[src/rtl/as512512512_uart_loader_pkg.sv]
// Shared definitions for the UART command loader: command bytes, reply bytes
// and the loader's state encoding.
package as512512512_uart_loader_pkg;

    localparam logic [7:0] CMD_W   = 8'h57;
    localparam logic [7:0] CMD_R   = 8'h52;
    localparam logic [7:0] CMD_H   = 8'h48;
    localparam logic [7:0] CMD_G   = 8'h47;
    localparam logic [7:0] RPL_ACK = 8'h06;
    localparam logic [7:0] RPL_NAK = 8'h15;

    typedef enum logic [2:0] {
        ST_IDLE    = 3'd0,
        ST_GET_AH  = 3'd1,
        ST_GET_AL  = 3'd2,
        ST_GET_D   = 3'd3,
        ST_MEM_REQ = 3'd4,
        ST_REPLY   = 3'd5,
        ST_TX_ARM  = 3'd6,
        ST_TX_WAIT = 3'd7
    } state_t;

    // Commands that carry an address and go through the memory bus
    function automatic logic is_mem_cmd(input logic [7:0] b);
        return (b == CMD_W) || (b == CMD_R);
    endfunction

endpackage

[src/rtl/as512512512_uart_loader.sv]
// Byte-level command engine between a UART and a memory-bus port: lets a
// serial host write/read memory and hold/release the core.
module as512512512_uart_loader
    import as512512512_uart_loader_pkg::*;
#(
    parameter int ADDR_W  = 16,
    parameter int TIMEOUT = 65535
) (
    input  logic              clk,
    input  logic              rst_n,
    input  logic [7:0]        uart_dout,
    input  logic              uart_has_byte,
    output logic              uart_clr_hb,
    output logic [7:0]        uart_din,
    output logic              uart_start,
    input  logic              uart_busy,
    output logic [ADDR_W-1:0] mem_addr,
    output logic [7:0]        mem_wdata,
    output logic              mem_we,
    output logic              mem_req,
    input  logic              mem_ack,
    input  logic [7:0]        mem_rdata,
    output logic              cpu_hold,
    output logic [2:0]        dbg_state
);

    // Handshakes: a byte is taken when has_byte=1 in an intake state and the
    // blanking window is closed; clr_hb pulses the cycle after. mem_req stays
    // high (addr/we/wdata stable) until the cycle mem_ack=1 is sampled.
    localparam int TMO_W = $clog2(TIMEOUT + 1);

    state_t           state, state_nx;
    logic [7:0]       cmd_q;
    logic [7:0]       reply_q;
    logic [15:0]      addr_q;
    logic [TMO_W-1:0] tmo_cnt;
    logic             blank_q;
    logic             arm_q;
    logic             in_get;
    logic             take;
    logic             tmo_hit;
    logic             fire;
    logic             cmd_is_w;

    assign cmd_is_w  = (cmd_q == CMD_W);
    assign mem_addr  = ADDR_W'(addr_q);
    assign dbg_state = state;

    always_ff @(posedge clk) begin
        if (!rst_n) state <= ST_IDLE;
        else        state <= state_nx;
    end

    always_comb begin
        state_nx = state;
        case (state)
            ST_IDLE:    if (take) state_nx = is_mem_cmd(uart_dout) ? ST_GET_AH : ST_REPLY;
            ST_GET_AH:  if (take) state_nx = ST_GET_AL;
                        else if (tmo_hit) state_nx = ST_IDLE;
            ST_GET_AL:  if (take) state_nx = cmd_is_w ? ST_GET_D : ST_MEM_REQ;
                        else if (tmo_hit) state_nx = ST_IDLE;
            ST_GET_D:   if (take) state_nx = ST_MEM_REQ;
                        else if (tmo_hit) state_nx = ST_IDLE;
            ST_MEM_REQ: if (mem_ack) state_nx = ST_REPLY;
            ST_REPLY:   if (fire) state_nx = ST_TX_ARM;
            ST_TX_ARM:  if (arm_q) state_nx = ST_TX_WAIT;
            ST_TX_WAIT: if (!uart_busy) state_nx = ST_IDLE;
            default:    state_nx = ST_IDLE;
        endcase
    end

    // has_byte is stale while clr_hb is out and for one cycle after it
    always_comb begin
        in_get  = (state == ST_GET_AH) || (state == ST_GET_AL) || (state == ST_GET_D);
        take    = ((state == ST_IDLE) || in_get) && uart_has_byte && !uart_clr_hb && !blank_q;
        tmo_hit = in_get && (tmo_cnt == TMO_W'(TIMEOUT));
        fire    = (state == ST_REPLY) && !uart_busy;
        mem_req = (state == ST_MEM_REQ);
        mem_we  = (state == ST_MEM_REQ) && cmd_is_w;
    end

    always_ff @(posedge clk) begin
        if (!rst_n) begin
            cmd_q       <= 8'h00;
            reply_q     <= 8'h00;
            addr_q      <= 16'h0000;
            mem_wdata   <= 8'h00;
            tmo_cnt     <= '0;
            blank_q     <= 1'b0;
            arm_q       <= 1'b0;
            uart_clr_hb <= 1'b0;
            uart_start  <= 1'b0;
            uart_din    <= 8'h00;
            cpu_hold    <= 1'b1;
        end else begin
            uart_clr_hb <= take;
            blank_q     <= uart_clr_hb;
            uart_start  <= fire;
            arm_q       <= (state == ST_TX_ARM);
            if (fire) uart_din <= reply_q;

            if (take || tmo_hit || !in_get) tmo_cnt <= '0;
            else                            tmo_cnt <= tmo_cnt + TMO_W'(1);

            case (state)
                ST_IDLE: if (take) begin
                    cmd_q   <= uart_dout;
                    reply_q <= (uart_dout == CMD_H || uart_dout == CMD_G) ? RPL_ACK : RPL_NAK;
                    if (uart_dout == CMD_H) cpu_hold <= 1'b1;
                    if (uart_dout == CMD_G) cpu_hold <= 1'b0;
                end
                ST_GET_AH:  if (take) addr_q[15:8] <= uart_dout;
                ST_GET_AL:  if (take) addr_q[7:0]  <= uart_dout;
                ST_GET_D:   if (take) mem_wdata    <= uart_dout;
                ST_MEM_REQ: if (mem_ack) reply_q   <= cmd_is_w ? RPL_ACK : mem_rdata;
                default: ;
            endcase
        end
    end

endmodule

[config.mk]
export PLATFORM = sky130hd
export DESIGN_NAME = as512512512_uart_loader
export DESIGN_NICKNAME = d
export VERILOG_FILES = /design/src/rtl/as512512512_uart_loader_pkg.sv /design/src/rtl/as512512512_uart_loader.sv
export SDC_FILE = /design/constraint.sdc
export NUM_CORES = 1
export LEC_CHECK = 0
export ABC_AREA = 1
export ABC_CLOCK_PERIOD_IN_PS = 2000
export BUFFER_PORTS_ARGS = -buffer_cell sky130_fd_sc_hd__buf_2
export CAP_MARGIN = 10
export CORE_ASPECT_RATIO = 0.75
export CORE_UTILIZATION = 56
export CTS_BUF_LIST = sky130_fd_sc_hd__clkbuf_8
export DETAILED_ROUTE_END_ITERATION = 10
export PLACE_DENSITY = 0.83
export SLEW_MARGIN = 10
export SYNTH_ARGS = -nofsm -noshare
export SYNTH_HDL_FRONTEND = slang
export SYNTH_SLANG_ARGS = --single-unit
[constraint.sdc]
create_clock -name clk -period 2 [get_ports clk]
set_input_delay 0.2 -clock clk [delete_from_list [all_inputs] [get_ports clk]]
set_output_delay 0.2 -clock clk [all_outputs]
set_load 0.03 [all_outputs]
==> impl_results.md <==
* Peak supply drop at 682 uV
* Residual DRC count at 0
* Most frequent cells in the layout: dfxtp_1, nand2_1, nor2_1
* Die height at 66.5 um
* Vias in the first global route at 2531
* Hold buffer count at cts at 0
* DP HPWL at 5220 um
* Post-synthesis register bit count at 72
* Finished Layout Cells at 570
* Worst R2R Setup Slack at 260 ps
* Placed insts at 554
* Crit path required time at 1800 ps
* Layout cells sized above 1 at 20.4%
* Total of max-cap violations at 0
* Worst-margin pin slew at 711 ps
* CTS HTree Levels at 3
* Num Clock Sinks at 72
* Register area at 1440 um2
* Synthesized Nets at 445
* Post-CTS Resized at 0
* Antenna viol nets, final at 0
* Nets at 512
* Cells after Synth at 423
* CP Launch Type: register
* Final Hold Fails at 0
* CTS tree: built
* Setup TNS at 0 ps
* Kind of critical path: register to primary output
* Die area at 5850 um2
* Yosys warning total at 0
* Hold WC Path Type: primary input to register
* Register area share after synthesis at 46.5%
* R2R cell count at 8
* Reg-to-Reg End: tmo_cnt[12]
* N_diodes at 0
* Die width at 88.0 um
* Drt pass-1 iters at 5
* Multi-input logic area at 1380 um2
* Worst-Skew Late Latency at 340 ps
* Slew margin rel. at 52.4%
* Data arrival, critical path at 1590 ps
* Netlist cell types at 31
* Pin count of the biggest net entering global routing at 35
* CTS root buf: clkbuf_8
* Status: complete, no violations
* Area Overhead vs Synth at 18.7%
* Core area at 5350 um2
* Clock Path Buffers at 2
* Reg2Reg Launch Point: tmo_cnt[0]
* Setup bufs post-CTS at 0
* Slew Viols, Final at 0
* RSZ-0062 raised after global routing: no
* Fin crit share at 89.5%
* Fill count at 488
* Max Freq at 559 MHz
* Slowest Stage Delay on Critical Path at 520 ps
* Placer Congestion at 0.969
* CP max FO at 10
* Average cell area after synthesis at 7.34 um2
* Initial Util at 58.0%
* Final wirelength at 7100 um
* Commonest non-fill, non-tap cell in the layout: dfxtp_1
* Via density at 5.18
* Num rows at 23
* Clock Skews at 9.15 ps
* IO Pins at 61
* Drt initial violations at 251
* Final min period at 1790 ps
* Initial antenna violation count at 0
* Clock-pin slew on the worst setup and hold paths at 80 ps
* Crit. End Element: primary output
* HP Start: mem_rdata[0]
* Lkg Pwr at 1.65 nW
* CTS Buf Count at 9
* Cell Chain, Critical Path: nand2_4 -> nor2_4 -> inv_1 -> nor2_1 -> buf_2
* Final setup fails at 0
* Avg WL per Cell at 12.5 um
* Total GRT Usage at 25.8%
* Cell Area, Synth at 3100 um2
* Hold Path Cell Cnt at 3
* Power Dens Cells at 1140 nW/um2
* Port buffer count at 60
* CP max-delay cell: dfxtp_1
* First-pass GRT wire length at 11400 um
* Hold path endpoint: reply_q[0]
* Vias at 2955
* Grt ovf at 0
[sequential cells by signal, indices dropped and copies added, names as in the netlist, 3 cells and up]
register	flops
dbg_state	3
mem_addr	16
mem_wdata	8
tmo_cnt	16
cmd_q	8
uart_din	8
reply_q	8
[per-stage QoR]
stage	worst slack (ps)	hold slack [ps]	total power, mW	cell area, um2	util (%)
4_1_cts	215	106	4.19	3680	68.8
5_1_grt	76.8	120	4.42	3680	68.8
3_5_place_dp	281	441	3.03	3470	64.9
6_report	210	121	4.18	3680	68.8
3_3_place_gp	382	429	2.99	3470	64.9
2_1_floorplan	266	344	2.74	3100	-
[report_power, final]
part	internal, mW	switching, mW
Clock	0.639	0.525
Combinational	0.388	0.885
Sequential	1.63	0.118
Total	2.65	1.53
[cell families after synthesis]
| logic type | share of synthesized area, % |
|---|---|
| simple gates | 27.9 |
| compound gates | 14.6 |
| flops | 46.5 |
| buf+inv | 8.95 |
| xor+xnor | 1.69 |
| fa+ha+maj | 0.403 |
[worst max path at each step]
stage / start / to / depth (start not counted)
after floorplan: dbg_state[2] / mem_we / 4
after global placement: tmo_cnt[0] / tmo_cnt[12] / 8
after detailed placement: tmo_cnt[0] / tmo_cnt[12] / 8
after CTS: dbg_state[2] / mem_we / 5
after global routing: dbg_state[2] / mem_we / 5
final: dbg_state[2] / mem_we / 5
[cell usage after synthesis (all sizes together)]
| cell type | count | share of area (%) |
|---|---|---|
| nand4 | 3 | 0.60 |
| nand3 | 33 | 5.3 |
| clkbuf | 7 | 1.5 |
| inv | 51 | 6.2 |
| or2 | 1 | 0.20 |
| nand2 | 76 | 10 |
| nand3b | 1 | 0.24 |
| o21bai | 1 | 0.24 |
| xnor2 | 3 | 0.85 |
| ha | 1 | 0.40 |
| nor3b | 2 | 0.65 |
| xor2 | 3 | 0.85 |
| o21ai | 44 | 7.1 |
| nor3 | 6 | 1.3 |
| buf | 5 | 1.2 |
| clkinv | 1 | 0.12 |
| dfxtp | 72 | 46 |
| a21oi | 43 | 7.3 |
| nor2 | 70 | 9.4 |
[cell type report]
| type | instances | share of cell area, % |
|---|---|---|
| timing repair buffer | 68 | 9.79 |
| sequential | 72 | 39.1 |
| inverter | 52 | 5.30 |
| clock inverter | 5 | 1.53 |
| tap | 75 | 2.55 |
| multi-input combinational | 287 | 37.6 |
| clock buffer | 11 | 4.11 |
[worst max-delay path, delay by kind of cell (launching register included)]
| kind | cells | cell delay (ps) |
|---|---|---|
| buffers and inverters | 2 | 280 |
| DFF | 1 | 520 |
| and+or+nand+nor | 3 | 450 |
[routing by layer]
layer	up-vias	GRT usage [%]	wire length [um]
li1	1493	-	-
met1	1343	35.6	3390
met2	111	38.2	3100
met3	8	9.17	552
met4	0	6.15	63
met5	-	0	0
Note: power is estimated with default switching activity, not from simulation.
